--- src/rtl/dmem_port_arbiter.sv ---
// Arbitrates the single-port data SRAM between the CPU MEM stage and the host port.
// CPU has default priority; a starvation counter bounds how long the host can wait.
module dmem_port_arbiter #(
  parameter int unsigned DATA_W       = 32,
  parameter int unsigned ADDR_W       = 10,
  parameter int unsigned STARVE_LIMIT = 4
) (
  input  logic              clk,
  input  logic              srst,
  input  logic              cpu_ren,
  input  logic              cpu_wen,
  input  logic [ADDR_W-1:0] cpu_addr,
  input  logic [DATA_W-1:0] cpu_wdata,
  output logic [DATA_W-1:0] cpu_rdata,
  output logic              cpu_stall,
  input  logic              host_valid,
  input  logic              host_we,
  input  logic [ADDR_W-1:0] host_addr,
  input  logic [DATA_W-1:0] host_wdata,
  output logic              host_ready,
  output logic              host_rvalid,
  output logic [DATA_W-1:0] host_rdata,
  output logic              mem_en,
  output logic              mem_we,
  output logic [ADDR_W-1:0] mem_addr,
  output logic [DATA_W-1:0] mem_wdata,
  input  logic [DATA_W-1:0] mem_rdata
);

  localparam int unsigned CntW = (STARVE_LIMIT > 0) ? $clog2(STARVE_LIMIT + 1) : 1;
  localparam logic [CntW-1:0] StarveMax = CntW'(STARVE_LIMIT);

  typedef enum logic [1:0] {RspNone, RspCpu, RspHost} rsp_e;

  rsp_e              state_q, state_d;
  logic [CntW-1:0]   starve_q, starve_d;
  logic [DATA_W-1:0] cpu_rdata_q;
  logic              cpu_req, host_gnt, cpu_gnt;

  always_comb begin
    cpu_req  = cpu_ren | cpu_wen;
    host_gnt = host_valid & (~cpu_req | (starve_q == StarveMax));
    cpu_gnt  = cpu_req & ~host_gnt;
  end

  assign host_ready = host_gnt;
  assign cpu_stall  = cpu_req & host_gnt;

  always_comb begin
    mem_en    = 1'b0;
    mem_we    = 1'b0;
    mem_addr  = '0;
    mem_wdata = '0;
    if (host_gnt) begin
      mem_en    = 1'b1;
      mem_we    = host_we;
      mem_addr  = host_addr;
      mem_wdata = host_wdata;
    end else if (cpu_gnt) begin
      // A simultaneous read+write from the CPU is treated as a write.
      mem_en    = 1'b1;
      mem_we    = cpu_wen;
      mem_addr  = cpu_addr;
      mem_wdata = cpu_wdata;
    end
  end

  always_comb begin
    starve_d = starve_q;
    if (host_gnt || !host_valid) begin
      starve_d = '0;
    end else if (cpu_gnt && host_valid && (starve_q != StarveMax)) begin
      starve_d = starve_q + CntW'(1);
    end
  end

  // Owner of next cycle's mem_rdata; updated every cycle so reads pipeline back to back.
  always_comb begin
    state_d = RspNone;
    if (host_gnt && !host_we) begin
      state_d = RspHost;
    end else if (cpu_gnt && cpu_ren && !cpu_wen) begin
      state_d = RspCpu;
    end
  end

  always_ff @(posedge clk) begin
    if (srst) begin
      state_q     <= RspNone;
      starve_q    <= '0;
      cpu_rdata_q <= '0;
    end else begin
      state_q  <= state_d;
      starve_q <= starve_d;
      if (state_q == RspCpu) begin
        cpu_rdata_q <= mem_rdata;
      end
    end
  end

  assign host_rvalid = (state_q == RspHost);
  assign host_rdata  = host_rvalid ? mem_rdata : '0;
  // Keep the last CPU read word visible while the pipeline is frozen.
  assign cpu_rdata   = (state_q == RspCpu) ? mem_rdata : cpu_rdata_q;

endmodule

--- config.mk ---
export PLATFORM = sky130hd
export DESIGN_NAME = dmem_port_arbiter
export DESIGN_NICKNAME = d
export VERILOG_FILES = /design/src/rtl/dmem_port_arbiter.sv
export SDC_FILE = /design/constraint.sdc
export NUM_CORES = 1
export LEC_CHECK = 0
export ABC_AREA = 0
export CORE_ASPECT_RATIO = 1.75
export CORE_MARGIN = 2
export CORE_UTILIZATION = 30
export CTS_BUF_LIST = sky130_fd_sc_hd__clkbuf_8
export DETAILED_ROUTE_END_ITERATION = 12
export MAX_ROUTING_LAYER = met4
export PLACE_DENSITY_LB_ADDON = 0.2
export REMOVE_ABC_BUFFERS = 1
export SYNTH_ARGS = -nofsm -noshare
export SYNTH_HDL_FRONTEND = slang
export SYNTH_SLANG_ARGS = --single-unit
--- constraint.sdc ---
create_clock -name clk -period 4.7 [get_ports clk]
set_input_delay 0.94 -clock clk [delete_from_list [all_inputs] [get_ports clk]]
set_output_delay 0.94 -clock clk [all_outputs]
set_load 0.05 [all_outputs]
==> reports/results.ini, run 1 <==
[timing]
finalHoldViolCount=0
grt_setup_unrepaired=no
final_setup_tns_ps=0
achievable_freq_mhz=267.9
slew_headroom=0.4310
period_needed_ps=3733
worst-slew-pin-transition_ps=853.5
finalCritPeriodShare=0.7943
slew_viol_final=0
fin_skew_ps=3.474
finalSetupViolations=0
fin_ws_ps=966.8

[placement]
place.detailed.hpwl_um=7828
dp_slack_ps=961.8
place.gp.congestion=0.7797
port_buffers=232
placed_cell_area_um2=5125

[critical_path]
worst_setup_path_start_kind=input pin
timing.critical_path.slowest_cell_delay_ps=470
setup.worst_path.start=cpu_ren
worst-path-max-fanout=35
crit_path_top_delay_cell=sky130_fd_sc_hd__clkdlybuf4s50_1
setup.reg_to_reg.worst_slack_ps=3020
crit_type=input pin to output port
regToRegStartpoint=state_q[0]
worst_reg_to_reg_path_cell_count=3
critical-path-top-cell-by-count=sky130_fd_sc_hd__buf_12
worstPathCellList=clkdlybuf4s50_1 > o2bb2ai_1 > and2_1 > buf_12 > a22o_1 > buf_12
critical_path_arrival_ps=2790
type_of_destination_of_the_critical_path=output port
critPathRequiredTime_ps=3760

[clocking]
post_cts_setup_bufs=0
clk_root_buffer_cell=sky130_fd_sc_hd__clkbuf_8
clkSlewWorstSetupHoldPaths_ps=70
cts_max_level=2
clk_latency_ps=290
clock_sinks=37
clock_tree_buf_depth=2
cts_tree=done
cts-resized-gates=0
post_cts_hold_buffer_count=0
cts_inserted_buffers=5

[floorplan]
chipHeight_um=122.0
core-area_um2=7801
row_count=43
design.die.area_um2=8716
initial_utilization=0.3060
pin_count=233
chipWidth_um=71.44

[synthesis]
prevailing_post_synth_register_cell=sky130_fd_sc_hd__dfxtp_1
ys.warnings.count=0
ys_ff_latch=37
ys_seq_area_frac=0.3103
number_of_flops_mapped_to_enable_cells_by_yosys=0
synthCells=220
postSynth.asyncResetShare=0
post_synth.cell_area_avg_um2=10.85
netlist-cell-type-count=25
netlist_area_um2=2387

[cells_and_area]
multiInputGateArea_um2=1468
drive_gt1_frac=0.2370
filler_cell_count=619
finish.net_count=566
fin_area_um2=5248
layout-area-overhead-vs-synth_pct=119.8
register_area_um2=740.7

[job]
maxCapViolations=0

[hold_path]
worst_hold_path.num_cells=1
holdCritPathClass=flop to flop
worstHoldStart=starve_q[0]

[global_routing]
first_global_vias=2517
antenna_found_initial=1
globalRouteTotalUtil=0.2114
grt.overflow.total=0
grt_first_pass_wirelength_um=13460
maximum_number_of_pins_on_one_net_before_global_route_repair=42

[route]
detail-route-antenna-nets=0
detailroute.via_count=2506
drt-pass1-iter-count=4
first_iter_violations=60
route.detailed.drc=0
vias_per_cell=4.693
totalWireLength_um=9178
wire_per_inst_um=17.19

[power_and_ir_drop]
power_uw=1174
vdd.ir_drop.worst_uv=117.2
leakage_power_of_the_design_uw=0.002169
power_per_cell_area_nw_per_um2=223.8

[status]
outcome=finished clean

layout make-up:
| type | instances | share of cell area |
|---|---|---|
| antenna | 1 | 0.0004769 |
| timing repair buffer | 235 | 0.5322 |
| multi-input combinational | 160 | 0.2797 |
| tap | 90 | 0.02146 |
| clock buffer | 6 | 0.01574 |
| sequential | 37 | 0.1412 |
| clock inverter | 2 | 0.007153 |
| inverter | 3 | 0.002146 |
metal layers:
layer	global-route usage	share of wire
met5	-	0
met4	0.07547	0.016
met2	0.3582	0.50
met1	0.2313	0.36
met3	0.06452	0.12
stage by stage:
step           hold slack [ps]  instances  utilization
3_3_place_gp             426.5        525       0.6569
6_report                 462.5        534       0.6727
4_1_cts                  459.3        533       0.6723
2_1_floorplan            417.3        200            -
3_5_place_dp             449.3        525       0.6569
5_1_grt                  470.6        534       0.6727
layout by cell type, fill, tap and decap left out:
cell	instances
sky130_fd_sc_hd__a22o_1	42
sky130_fd_sc_hd__a32o_1	1
sky130_fd_sc_hd__and2_1	33
sky130_fd_sc_hd__and2b_1	1
sky130_fd_sc_hd__buf_12	45
sky130_fd_sc_hd__buf_2	1
sky130_fd_sc_hd__buf_4	2
sky130_fd_sc_hd__bufinv_16	1
sky130_fd_sc_hd__clkbuf_8	6
sky130_fd_sc_hd__clkdlybuf4s50_1	187
sky130_fd_sc_hd__clkinvlp_4	1
sky130_fd_sc_hd__dfxtp_1	37
sky130_fd_sc_hd__diode_2	1
sky130_fd_sc_hd__ha_1	2
sky130_fd_sc_hd__inv_1	3
sky130_fd_sc_hd__mux2_2	12
sky130_fd_sc_hd__mux2_4	20
sky130_fd_sc_hd__nand2_1	2
sky130_fd_sc_hd__nand2b_4	1
sky130_fd_sc_hd__nand3_1	1
sky130_fd_sc_hd__nor2_1	4
sky130_fd_sc_hd__nor2b_1	21
sky130_fd_sc_hd__nor2b_2	1
sky130_fd_sc_hd__nor2b_4	13
sky130_fd_sc_hd__nor3b_1	1
sky130_fd_sc_hd__nor4b_2	1
sky130_fd_sc_hd__o2bb2ai_1	1
sky130_fd_sc_hd__or3_1	1
sky130_fd_sc_hd__or3b_2	1
sky130_fd_sc_hd__xnor2_1	1
registers in the layout (all words and copies together), names as in the netlist:
signal / cells
cpu_rdata_q: 32
starve_q: 3
state_q: 2
worst max-delay path, delay by kind of cell:
family | cells | cell delay [ps]
buf+inv | 3 | 890
compound gates | 2 | 480
simple gates | 1 | 460
report_power, final:
| group | internal [uW] | leakage (uW) | switching (uW) | total (uW) |
|---|---|---|---|---|
| Clock | 172 | 0.0000574 | 116 | 288 |
| Sequential | 323 | 0.000300 | 3.23 | 327 |
| Combinational | 282 | 0.00181 | 278 | 560 |
| Total | 778 | 0.00217 | 397 | 1170 |
logic make-up after synthesis:
logic type / after synthesis / share of synthesized area
and+or+nand+nor: 81 / 0.2552
AOI/OAI and AO/OA: 44 / 0.1619
DFF: 37 / 0.3103
muxes: 32 / 0.1824
buffers and inverters: 23 / 0.07600
adders and majority gates: 2 / 0.01048
xor gates and xnor gates: 1 / 0.003669
cells in the mapped netlist, types with 2 or more instances:
master,count,area [um2]
sky130_fd_sc_hd__ha_1,2,25.02
sky130_fd_sc_hd__buf_12,2,40.04
sky130_fd_sc_hd__and2_1,33,206.5
sky130_fd_sc_hd__mux2_2,12,135.1
sky130_fd_sc_hd__a22o_1,42,367.9
sky130_fd_sc_hd__buf_6,7,78.83
sky130_fd_sc_hd__buf_2,8,40.04
sky130_fd_sc_hd__nor2_1,4,15.01
sky130_fd_sc_hd__mux2_4,20,300.3
sky130_fd_sc_hd__nand2_1,2,7.510
sky130_fd_sc_hd__nor2b_1,22,137.6
sky130_fd_sc_hd__dfxtp_1,37,740.7
sky130_fd_sc_hd__clkbuf_1,3,11.26
sky130_fd_sc_hd__nor2b_4,13,178.9
sky130_fd_sc_hd__inv_1,3,11.26
worst paths after layout:
check	end
worst max-delay path	mem_wdata[5]
worst min-delay path	starve_q[0]
worst max register to register	cpu_rdata_q[1]
worst min register to register	starve_q[0]
(Power assumes the default switching activity.)
==> run 2: changes to the inputs <==
==> constraint.sdc (replaced) <==
create_clock -name clk -period 3.7 [get_ports clk]
set_input_delay 0.74 -clock clk [delete_from_list [all_inputs] [get_ports clk]]
set_output_delay 0.74 -clock clk [all_outputs]
set_load 0.05 [all_outputs]
==> run 2 against run 1 <==
Effect of this change: die area unchanged; setup slack worse by 430 ps; design area about the same; worst hold slack worse by 5.5 ps; combinational power up 27%; sequential power up 27%; cell count unchanged; via count unchanged; count of clock-buffer cells in the layout unchanged; clock skew up 1.1 ps; total power up 27%; core utilization up 0.064 points.
==> reports/results.ini, run 2 (synthesized netlist as in run 1, its figures left out) <==
[status]
outcome=finished clean  ; unchanged

[floorplan]
core-area_um2=7801  ; unchanged
pin_count=233  ; unchanged
design.die.area_um2=8716  ; unchanged
chipWidth_um=71.44  ; unchanged
row_count=43  ; unchanged
initial_utilization=0.3060  ; unchanged
chipHeight_um=122.0  ; unchanged

[timing]
slew_viol_final=0  ; unchanged
slew_headroom=0.5366  ; was 0.4310
achievable_freq_mhz=316.1
period_needed_ps=3163
fin_skew_ps=4.529  ; was 3.474 ps
worst-slew-pin-transition_ps=695.2  ; was 853.5 ps
finalSetupViolations=0  ; unchanged
finalCritPeriodShare=0.8549
finalHoldViolCount=0  ; unchanged
fin_hold_ws_ps=456.9  ; was 462.5 ps
final_setup_tns_ps=0  ; unchanged
grt_setup_unrepaired=no  ; unchanged

[critical_path]
critPathRequiredTime_ps=2960  ; was 3760 ps
worstPathCellList=nor2b_4 > mux2_2 > clkdlybuf4s50_1  ; was clkdlybuf4s50_1 > o2bb2ai_1 > and2_1 > buf_12 > a22o_1 > buf_12
crit_path_top_delay_cell=sky130_fd_sc_hd__clkdlybuf4s50_1  ; unchanged
crit_type=flop to output port  ; was input pin to output port
worst-path-max-fanout=16  ; was 35
worst_setup_path_start_kind=flop  ; was input pin
critical_path_arrival_ps=2420  ; was 2790 ps
setup.worst_path.start=state_q[0]  ; was cpu_ren
regToRegStartpoint=state_q[0]  ; unchanged
setup.reg_to_reg.worst_slack_ps=2040  ; was 3020 ps
worst_reg_to_reg_path_cell_count=3  ; unchanged
timing.critical_path.slowest_cell_delay_ps=740  ; was 470 ps
type_of_destination_of_the_critical_path=output port  ; unchanged

[power_and_ir_drop]
power_report.internal_total_uw=988.2  ; was 777.7 uW
p_sw_frac=0.3382  ; was 0.3378
vdd.ir_drop.worst_uv=141.4  ; was 117.2 uV
sequentialPowerShare=0.278  ; about the same
power_per_cell_area_nw_per_um2=284.3  ; was 223.8 nW/um2
power_switching_uw=505.1  ; was 396.7 uW
leakage_power_of_the_design_uw=0.002175  ; was 0.002169 uW
power_uw=1493  ; was 1174 uW
comb_power_share=0.477  ; about the same
clkPwrFrac=0.246  ; was 0.245

[cells_and_area]
filler_cell_count=638  ; was 619
finish.net_count=567  ; was 566
layout_commonest_cell=sky130_fd_sc_hd__clkdlybuf4s50_1  ; unchanged
num_antenna_cells=0  ; was 1
most-common-layout-cells=sky130_fd_sc_hd__clkdlybuf4s50_1, sky130_fd_sc_hd__buf_12, sky130_fd_sc_hd__a22o_1  ; unchanged
reg.largest.list=cpu_rdata_q (32), starve_q (3), state_q (2)  ; unchanged
drive_gt1_frac=0.2387  ; was 0.2370
layout-area-overhead-vs-synth_pct=120.0  ; was 119.8%
finish.utilization=0.6733  ; was 0.6727
max_reg_flops=32  ; unchanged
largest_register=cpu_rdata_q  ; unchanged

[clocking]
clk_latency_ps=290  ; about the same
clock_tree_buf_depth=2  ; unchanged
clk_root_buffer_cell=sky130_fd_sc_hd__clkbuf_8  ; unchanged
cts-resized-gates=0  ; unchanged
post_cts_hold_buffer_count=0  ; unchanged
cts_inserted_buffers=5  ; unchanged
cts_max_level=2  ; unchanged
clkSlewWorstSetupHoldPaths_ps=80  ; was 70 ps
cts_tree=done  ; unchanged
post_cts_setup_bufs=0  ; unchanged
clock_sinks=37  ; unchanged

[global_routing]
maximum_number_of_pins_on_one_net_before_global_route_repair=46  ; was 42
grt_first_pass_wirelength_um=13260  ; was 13,460 um
grt.overflow.total=0  ; unchanged
first_global_vias=2447  ; was 2,517
groute.layer.met1.usage=0.2414  ; was 0.2313
grt_use_met2=0.3565  ; was 0.3582
global_route.peak_usage_layer=met2  ; unchanged
globalRouteMet3Util=0.05459  ; was 0.06452
globalRouteTotalUtil=0.2100  ; was 0.2114
antenna_found_initial=0  ; was 1

[route]
totalWireLength_um=9211  ; was 9178 um
detailroute.via_count=2506  ; unchanged
detail-route-antenna-nets=0  ; unchanged
wire_per_inst_um=17.25  ; was 17.19 um
first_iter_violations=39  ; was 60
route.detailed.drc=0  ; unchanged
vias_per_cell=4.693  ; unchanged
drt-pass1-iter-count=4  ; unchanged

[hold_path]
worstHoldStart=starve_q[0]  ; unchanged
holdCritPathClass=flop to flop  ; unchanged
worst_hold_path.num_cells=1  ; unchanged

[placement]
place.gp.congestion=0.7674  ; was 0.7797
place.detailed.hpwl_um=7952  ; was 7828 um
port_buffers=232  ; unchanged

[job]
maxCapViolations=0  ; unchanged

run 2: cell count changes in the layout (fill, tap and decap cells not counted):
cell / change
sky130_fd_sc_hd__buf_4: +1
sky130_fd_sc_hd__diode_2: -1
run 2: cell type report:
type,instances,area (um2),area share
flip-flops and latches,37,740.7,0.1410
clock inverters,2,37.54,0.007146
repair buffers,236,2800,0.5331
inverters,3,11.26,0.002144
clock buffers,6,82.58,0.01572
well taps,90,112.6,0.02144
multi-input cells,160,1468,0.2794
run 2: path summary, 6_finish.rpt:
check                     to
max reg2reg  cpu_rdata_q[17]
min reg2reg      starve_q[0]
min              starve_q[0]
max             cpu_rdata[1]
run 2: worst max-delay path: cells and delay by family (launching register included):
family / cells / cell delay [ps]
muxes: 1 / 420
DFF: 1 / 390
and+or+nand+nor: 1 / 580
buffers and inverters: 1 / 740
run 2: power groups by stage:
stage          clock, uW  sequential, uW  combinational (uW)
4_1_cts              380             415                 719
2_1_floorplan          0             423                 327
3_5_place_dp           0             424                 718
3_3_place_gp           0             424                 713
5_1_grt              393             416                 740
6_report             367             415                 712
run 2: stage by stage:
| step | setup WS [ps] | area [um2] | cells |
|---|---|---|---|
| final | 536.9 | 5253 | 534 |
| after floorplan | 65.14 | 2217 | 200 |
| after global placement | 581.8 | 5132 | 526 |
| after global routing | 421.9 | 5253 | 534 |
| after CTS | 470.4 | 5253 | 534 |
| after detailed placement | 554.6 | 5132 | 526 |
run 2: per-layer routing:
metal / part of all wire / vias to the layer above
li1: - / 1219
met5: 0 / -
met3: 0.11 / 4
met1: 0.38 / 1101
met2: 0.50 / 182
met4: 0.0094 / 0
